**src/rtl/ysyx_041514_bim_table.sv**
```systemverilog
// Bimodal branch predictor table: 2^BIM_IDX_W two-bit saturating counters indexed by PC.
// A power-up sweep sets every entry to INIT_CNT. Both ports stall until the sweep completes.
module ysyx_041514_bim_table #(
    parameter int         BIM_IDX_W = 7,
    parameter int         PC_W      = 64,
    parameter logic [1:0] INIT_CNT  = 2'b01
) (
    input  logic            clk,
    input  logic            rst,
    input  logic            bim_lookup_valid_i,
    input  logic [PC_W-1:0] bim_lookup_pc_i,
    output logic            bim_lookup_ready_o,
    output logic            bim_lookup_valid_o,
    output logic [1:0]      bim_lookup_cnt_o,
    output logic            bim_lookup_taken_o,
    input  logic            bim_upd_valid_i,
    input  logic [PC_W-1:0] bim_upd_pc_i,
    input  logic            bim_upd_taken_i,
    output logic            bim_upd_ready_o,
    output logic            bim_init_done_o
);

    localparam int ENTRIES = 1 << BIM_IDX_W;

    typedef enum logic {
        ST_INIT = 1'b0,
        ST_RUN  = 1'b1
    } state_t;

    state_t               state_r, state_nxt_s;
    logic [BIM_IDX_W-1:0] ptr_r, ptr_nxt_s;
    logic                 run_r;

    logic [1:0]           tbl_r [ENTRIES];

    logic                 u1_v_r;
    logic [BIM_IDX_W-1:0] u1_idx_r;
    logic                 u1_taken_r;
    logic [1:0]           u1_rd_s, u1_new_s;

    logic                 lk_acc_s, upd_acc_s;
    logic [BIM_IDX_W-1:0] lk_idx_s, upd_idx_s;
    logic [1:0]           lk_val_s;

    logic                 wr_en_s;
    logic [BIM_IDX_W-1:0] wr_idx_s;
    logic [1:0]           wr_data_s;

    logic                 valid_r, taken_r;
    logic [1:0]           cnt_r;
    logic                 unused_pc_s;

    // Saturating two-bit counter step; never wraps in either direction.
    function automatic logic [1:0] sat_step(input logic [1:0] cnt, input logic taken);
        logic [1:0] res;
        if (taken) begin
            res = (cnt == 2'b11) ? 2'b11 : cnt + 2'b01;
        end else begin
            res = (cnt == 2'b00) ? 2'b00 : cnt - 2'b01;
        end
        return res;
    endfunction

    assign lk_idx_s    = bim_lookup_pc_i[BIM_IDX_W+1:2];
    assign upd_idx_s   = bim_upd_pc_i[BIM_IDX_W+1:2];
    assign unused_pc_s = ^{bim_lookup_pc_i[PC_W-1:BIM_IDX_W+2], bim_lookup_pc_i[1:0],
                           bim_upd_pc_i[PC_W-1:BIM_IDX_W+2], bim_upd_pc_i[1:0]};

    assign lk_acc_s  = bim_lookup_valid_i & run_r;
    assign upd_acc_s = bim_upd_valid_i & run_r;

    // Next-state logic: sweep one entry per cycle, then stay in RUN.
    always_comb begin
        state_nxt_s = state_r;
        ptr_nxt_s   = ptr_r;
        case (state_r)
            ST_INIT: begin
                ptr_nxt_s = ptr_r + {{(BIM_IDX_W-1){1'b0}}, 1'b1};
                if (ptr_r == {BIM_IDX_W{1'b1}}) begin
                    state_nxt_s = ST_RUN;
                end else begin
                    state_nxt_s = ST_INIT;
                end
            end
            ST_RUN:  state_nxt_s = ST_RUN;
            default: state_nxt_s = ST_INIT;
        endcase
    end

    // State register, sweep pointer and registered ready flag.
    always_ff @(posedge clk) begin
        if (rst) begin
            state_r <= ST_INIT;
            ptr_r   <= {BIM_IDX_W{1'b0}};
            run_r   <= 1'b0;
        end else begin
            state_r <= state_nxt_s;
            ptr_r   <= ptr_nxt_s;
            run_r   <= (state_nxt_s == ST_RUN);
        end
    end

    // U1 read-modify-write, with lookup forwarding from the in-flight update.
    always_comb begin
        u1_rd_s  = tbl_r[u1_idx_r];
        u1_new_s = sat_step(u1_rd_s, u1_taken_r);
        if (u1_v_r && (u1_idx_r == lk_idx_s)) begin
            lk_val_s = u1_new_s;
        end else begin
            lk_val_s = tbl_r[lk_idx_s];
        end
    end

    // Single table write port: the init sweep owns it in INIT, U1 in RUN.
    always_comb begin
        wr_en_s   = 1'b0;
        wr_idx_s  = u1_idx_r;
        wr_data_s = u1_new_s;
        if (state_r == ST_INIT) begin
            wr_en_s   = ~rst;
            wr_idx_s  = ptr_r;
            wr_data_s = INIT_CNT;
        end else begin
            wr_en_s   = u1_v_r & ~rst;
        end
    end

    // Counter storage; contents are defined by the init sweep, not by reset.
    always_ff @(posedge clk) begin
        if (wr_en_s) begin
            tbl_r[wr_idx_s] <= wr_data_s;
        end
    end

    // U1 stage capture; reset drops any in-flight update.
    always_ff @(posedge clk) begin
        if (rst) begin
            u1_v_r     <= 1'b0;
            u1_idx_r   <= {BIM_IDX_W{1'b0}};
            u1_taken_r <= 1'b0;
        end else begin
            u1_v_r <= upd_acc_s;
            if (upd_acc_s) begin
                u1_idx_r   <= upd_idx_s;
                u1_taken_r <= bim_upd_taken_i;
            end
        end
    end

    // Lookup result registers; count and taken hold between accepts.
    always_ff @(posedge clk) begin
        if (rst) begin
            valid_r <= 1'b0;
            cnt_r   <= 2'b00;
            taken_r <= 1'b0;
        end else begin
            valid_r <= lk_acc_s;
            if (lk_acc_s) begin
                cnt_r   <= lk_val_s;
                taken_r <= lk_val_s[1];
            end
        end
    end

    assign bim_lookup_ready_o = run_r;
    assign bim_upd_ready_o    = run_r;
    assign bim_init_done_o    = run_r;
    assign bim_lookup_valid_o = valid_r;
    assign bim_lookup_cnt_o   = cnt_r;
    assign bim_lookup_taken_o = taken_r;

endmodule

```
**config.mk**
```make
export PLATFORM = sky130hd
export DESIGN_NAME = ysyx_041514_bim_table
export DESIGN_NICKNAME = d
export VERILOG_FILES = /design/src/rtl/ysyx_041514_bim_table.sv
export SDC_FILE = /design/constraint.sdc
export NUM_CORES = 1
export LEC_CHECK = 0
export BUFFER_PORTS_ARGS = -buffer_cell sky130_fd_sc_hd__clkbuf_2
export CAP_MARGIN = 20
export CORE_MARGIN = 10
export CORE_UTILIZATION = 59
export CTS_BUF_LIST = sky130_fd_sc_hd__clkbuf_16
export CTS_CLUSTER_SIZE = 20
export DETAILED_ROUTE_END_ITERATION = 8
export PLACE_DENSITY = 0.8
export SYNTH_ARGS = -nofsm -noshare
export SYNTH_HDL_FRONTEND = slang
export SYNTH_SLANG_ARGS = --single-unit
```
**constraint.sdc**
```tcl
create_clock -name clk -period 4.3 [get_ports clk]
set_input_delay 0.43 -clock clk [delete_from_list [all_inputs] [get_ports clk]]
set_output_delay 0.43 -clock clk [all_outputs]
set_load 0.05 [all_outputs]
```
==> metrics.yaml <==
run_status:
  status: "completed"
sta:
  setup-violations-final: 0
  tns_ps: 0
  worst_slew_pin_slew_ps: 1090
  rsz0062_at_grt: "false"
  drv_slew: 0
  relSlewSlack_pct: 26.8
  fmax_mhz: 265
  final.setup_skew_ps: 21.0
  period_needed_ps: 3780
  hold_violations: 0
  period_share_pct: 87.9
critical_path:
  r2r_cells: 9
  r2r_slack_ps: 520
  critPathCapture: "tbl_r[28][0]$_DFFE_PP_"
  required_ps: 4680
  cp_max_fo: 44
  cp-end-kind: "flop"
  r2r_end: "tbl_r[28][0]$_DFFE_PP_"
  worstPathArrival_ps: 4160
  cp-start-kind: "flop"
  setup.worst_path.class: "flop to flop"
placement:
  port_buffers: 25
  dp_hpwl_um: 22700
  gp_congestion: 0.966
synth:
  synth_top_cells_by_area: "edfxtp_1 (56%), mux4_2 (21%), nor2_1 (4.3%)"
  netlist.area_leader.share_pct: 56.5
  synth_area_per_cell_um2: 15.1
  ys_warn_count: 0
  synth-seq-cells: 283
  syn_area_mm2: 0.0136
  synth_edf_count: 256
  ys_seq_area_share_pct: 60.5
  synth_cell_type_count: 42
  ys_top_cells_by_count: "edfxtp_1 (256), nor2_1 (155), mux4_2 (128)"
  synthFlopType: "edfxtp_1"
  synth_fp_nets: 1034
  synthCells: 900
  synth.most_common_cell: "edfxtp_1"
  async_flop_share_pct: 0
  yosysTopAreaCell: "edfxtp_1"
finish:
  areaGrowthSynthToFinish_pct: 9.36
  fillers: 1502
  diodes: 0
  drive_gt1_share_pct: 23.7
  final_util_pct: 65.7
  nets: 1052
clock_network:
  hold_buffers: 0
  cts_sinks: 283
  cts_buffer_depth: 3
  cts-buffers-inserted: 28
  cts-htree-levels: 1
  clkLatencyLatePin_ps: 550
  cts-root-buf: "clkbuf_16"
  post_cts_buffers: 0
  clkSlewWorstSetupHoldPaths_ps: 60
  cts_tree: "yes"
  post_cts_resize_count: 0
hold_path:
  hold_path.class: "input port to flop"
power_and_ir_drop:
  seqPwrFrac_pct: 54.6
  ir_worst_vdd_mv: 0.459
  clkPwrFrac_pct: 40.9
  power_switching_mw: 1.14
  p_leak_nw: 4.48
  p_per_area_mw_per_mm2: 364
  swShare_pct: 20.9
  pwr-share-comb_pct: 4.5
  p_int_mw: 4.29
global_route:
  met3_usage_pct: 4.65
  grt_pass1_wl_um: 52200
  grt_use_met1_pct: 30.7
  busiest_layer: "met2"
  overflow: 0
  grt_max_degree: 73
  grt_use_met2_pct: 38.9
  grt_util_all_layers_pct: 23.7
  grt_pass1_vias: 8765
  antenna_found_initial: 0
floorplanning:
  core_area_mm2: 0.0226
  fp-row-count: 55
  fp.dieH_um: 172
  die_w_um: 172
  initial_core_util_pct: 60.1
  dieArea_mm2: 0.0295
  pin_count: 140
detailed_routing:
  wl_per_cell_um: 28.1
  drtIter0Drc: 1169
  ant_nets: 0
  vias_per_cell: 7.11
  drc: 0
  wl_um: 34300
  vias: 8705
  dr.pass1.iters: 5
flow_run:
  cap_violations: 0
==> cells by family after synthesis <==
| group | synth area share, % |
|---|---|
| DFF | 60.5 |
| and+or+nand+nor | 8.42 |
| AOI/OAI and AO/OA | 6.42 |
| muxes | 21.3 |
| buffers and inverters | 2.63 |
| xor gates and xnor gates | 0.708 |
| adders and majority gates | 0.0919 |
==> per-layer routing <==
metal | wire length (um) | vias to the layer above
li1 | - | 3614
met1 | 11900 | 4382
met2 | 16800 | 594
met3 | 4130 | 115
met4 | 1520 | 0
met5 | 0 | -
==> cells in the final DEF (no fill, tap or decap), types with 3 or more instances in the layout <==
cell and count:
edfxtp_1 256, nor2_1 155, mux4_2 128, nand2_1 60, a22oi_1 36, clkbuf_16 28
nand3_1 27, o22ai_1 25, dfxtp_1 25, a21oi_1 23, clkbuf_2 23, o21ai_0 21
buf_4 19, inv_1 15, a211oi_1 11, nor2b_1 9, clkinv_1 9, xnor2_1 8
buf_12 7, nand2b_1 6, clkinv_2 4, or3_1 3, o21ai_1 3, a22o_1 3
xor2_1 3
==> worst min-delay path by stage <==
stage                                    startpoint                               to  slack [ps]  cells past startpoint
floorplan                   u1_taken_r$_SDFFE_PP0P_          u1_taken_r$_SDFFE_PP0P_         460                      2
detailed placement  bim_lookup_taken_o$_SDFFE_PP0P_  bim_lookup_taken_o$_SDFFE_PP0P_         480                      2
CTS                                 bim_upd_taken_i          u1_taken_r$_SDFFE_PP0P_         110                      3
global placement    bim_lookup_taken_o$_SDFFE_PP0P_  bim_lookup_taken_o$_SDFFE_PP0P_         480                      2
finish                              bim_upd_taken_i          u1_taken_r$_SDFFE_PP0P_         130                      3
global route                        bim_upd_taken_i          u1_taken_r$_SDFFE_PP0P_         130                      3
==> cell type report <==
cell class	instances	area, um^2	share of cell area [%]
clock inverter	23	130	0.874
inverter	7	26.3	0.177
multi-input combinational	548	5030	33.8
timing repair buffer	50	403	2.71
clock buffer	28	701	4.71
tap	285	357	2.40
sequential	283	8230	55.3
==> power groups by stage <==
stage	Sequential, mW	Combinational, mW	Clock, mW
after global placement	3.02	0.234	0
after detailed placement	3.02	0.236	0
after CTS	2.96	0.237	2.24
after floorplan	3.02	0.160	0
final	2.96	0.242	2.22
after global routing	2.96	0.254	2.36
==> critical path, cell delays in order, from the launching register on <==
cell	delay, ps
dfxtp_4	680
buf_4	290
mux4_2	550
o22ai_1	320
o21ai_0	290
a22o_1	320
a211oi_1	310
o21ai_0	190
nand2_4	350
buf_12	260
==> state kept, by name (all words and copies together), names as in the netlist, named ones only <==
signal and cells:
u1_taken_r 1, tbl_r 256, bim_lookup_cnt_o 1, ptr_r 7, bim_lookup_valid_o 1, bim_init_done_o 1
bim_lookup_taken_o 1, u1_v_r 1, u1_idx_r 7
==> per-stage QoR <==
stage	instances	hold WS (ps)	setup slack [ps]	power [mW]	instance area [um^2]
5_1_grt	1224	133	435	5.57	14900
4_1_cts	1224	112	635	5.44	14900
6_report	1224	127	521	5.42	14900
3_3_place_gp	1173	483	734	3.25	14000
3_5_place_dp	1173	484	682	3.26	14000
2_1_floorplan	900	460	339	3.18	13600
(Power assumes the default switching activity.)
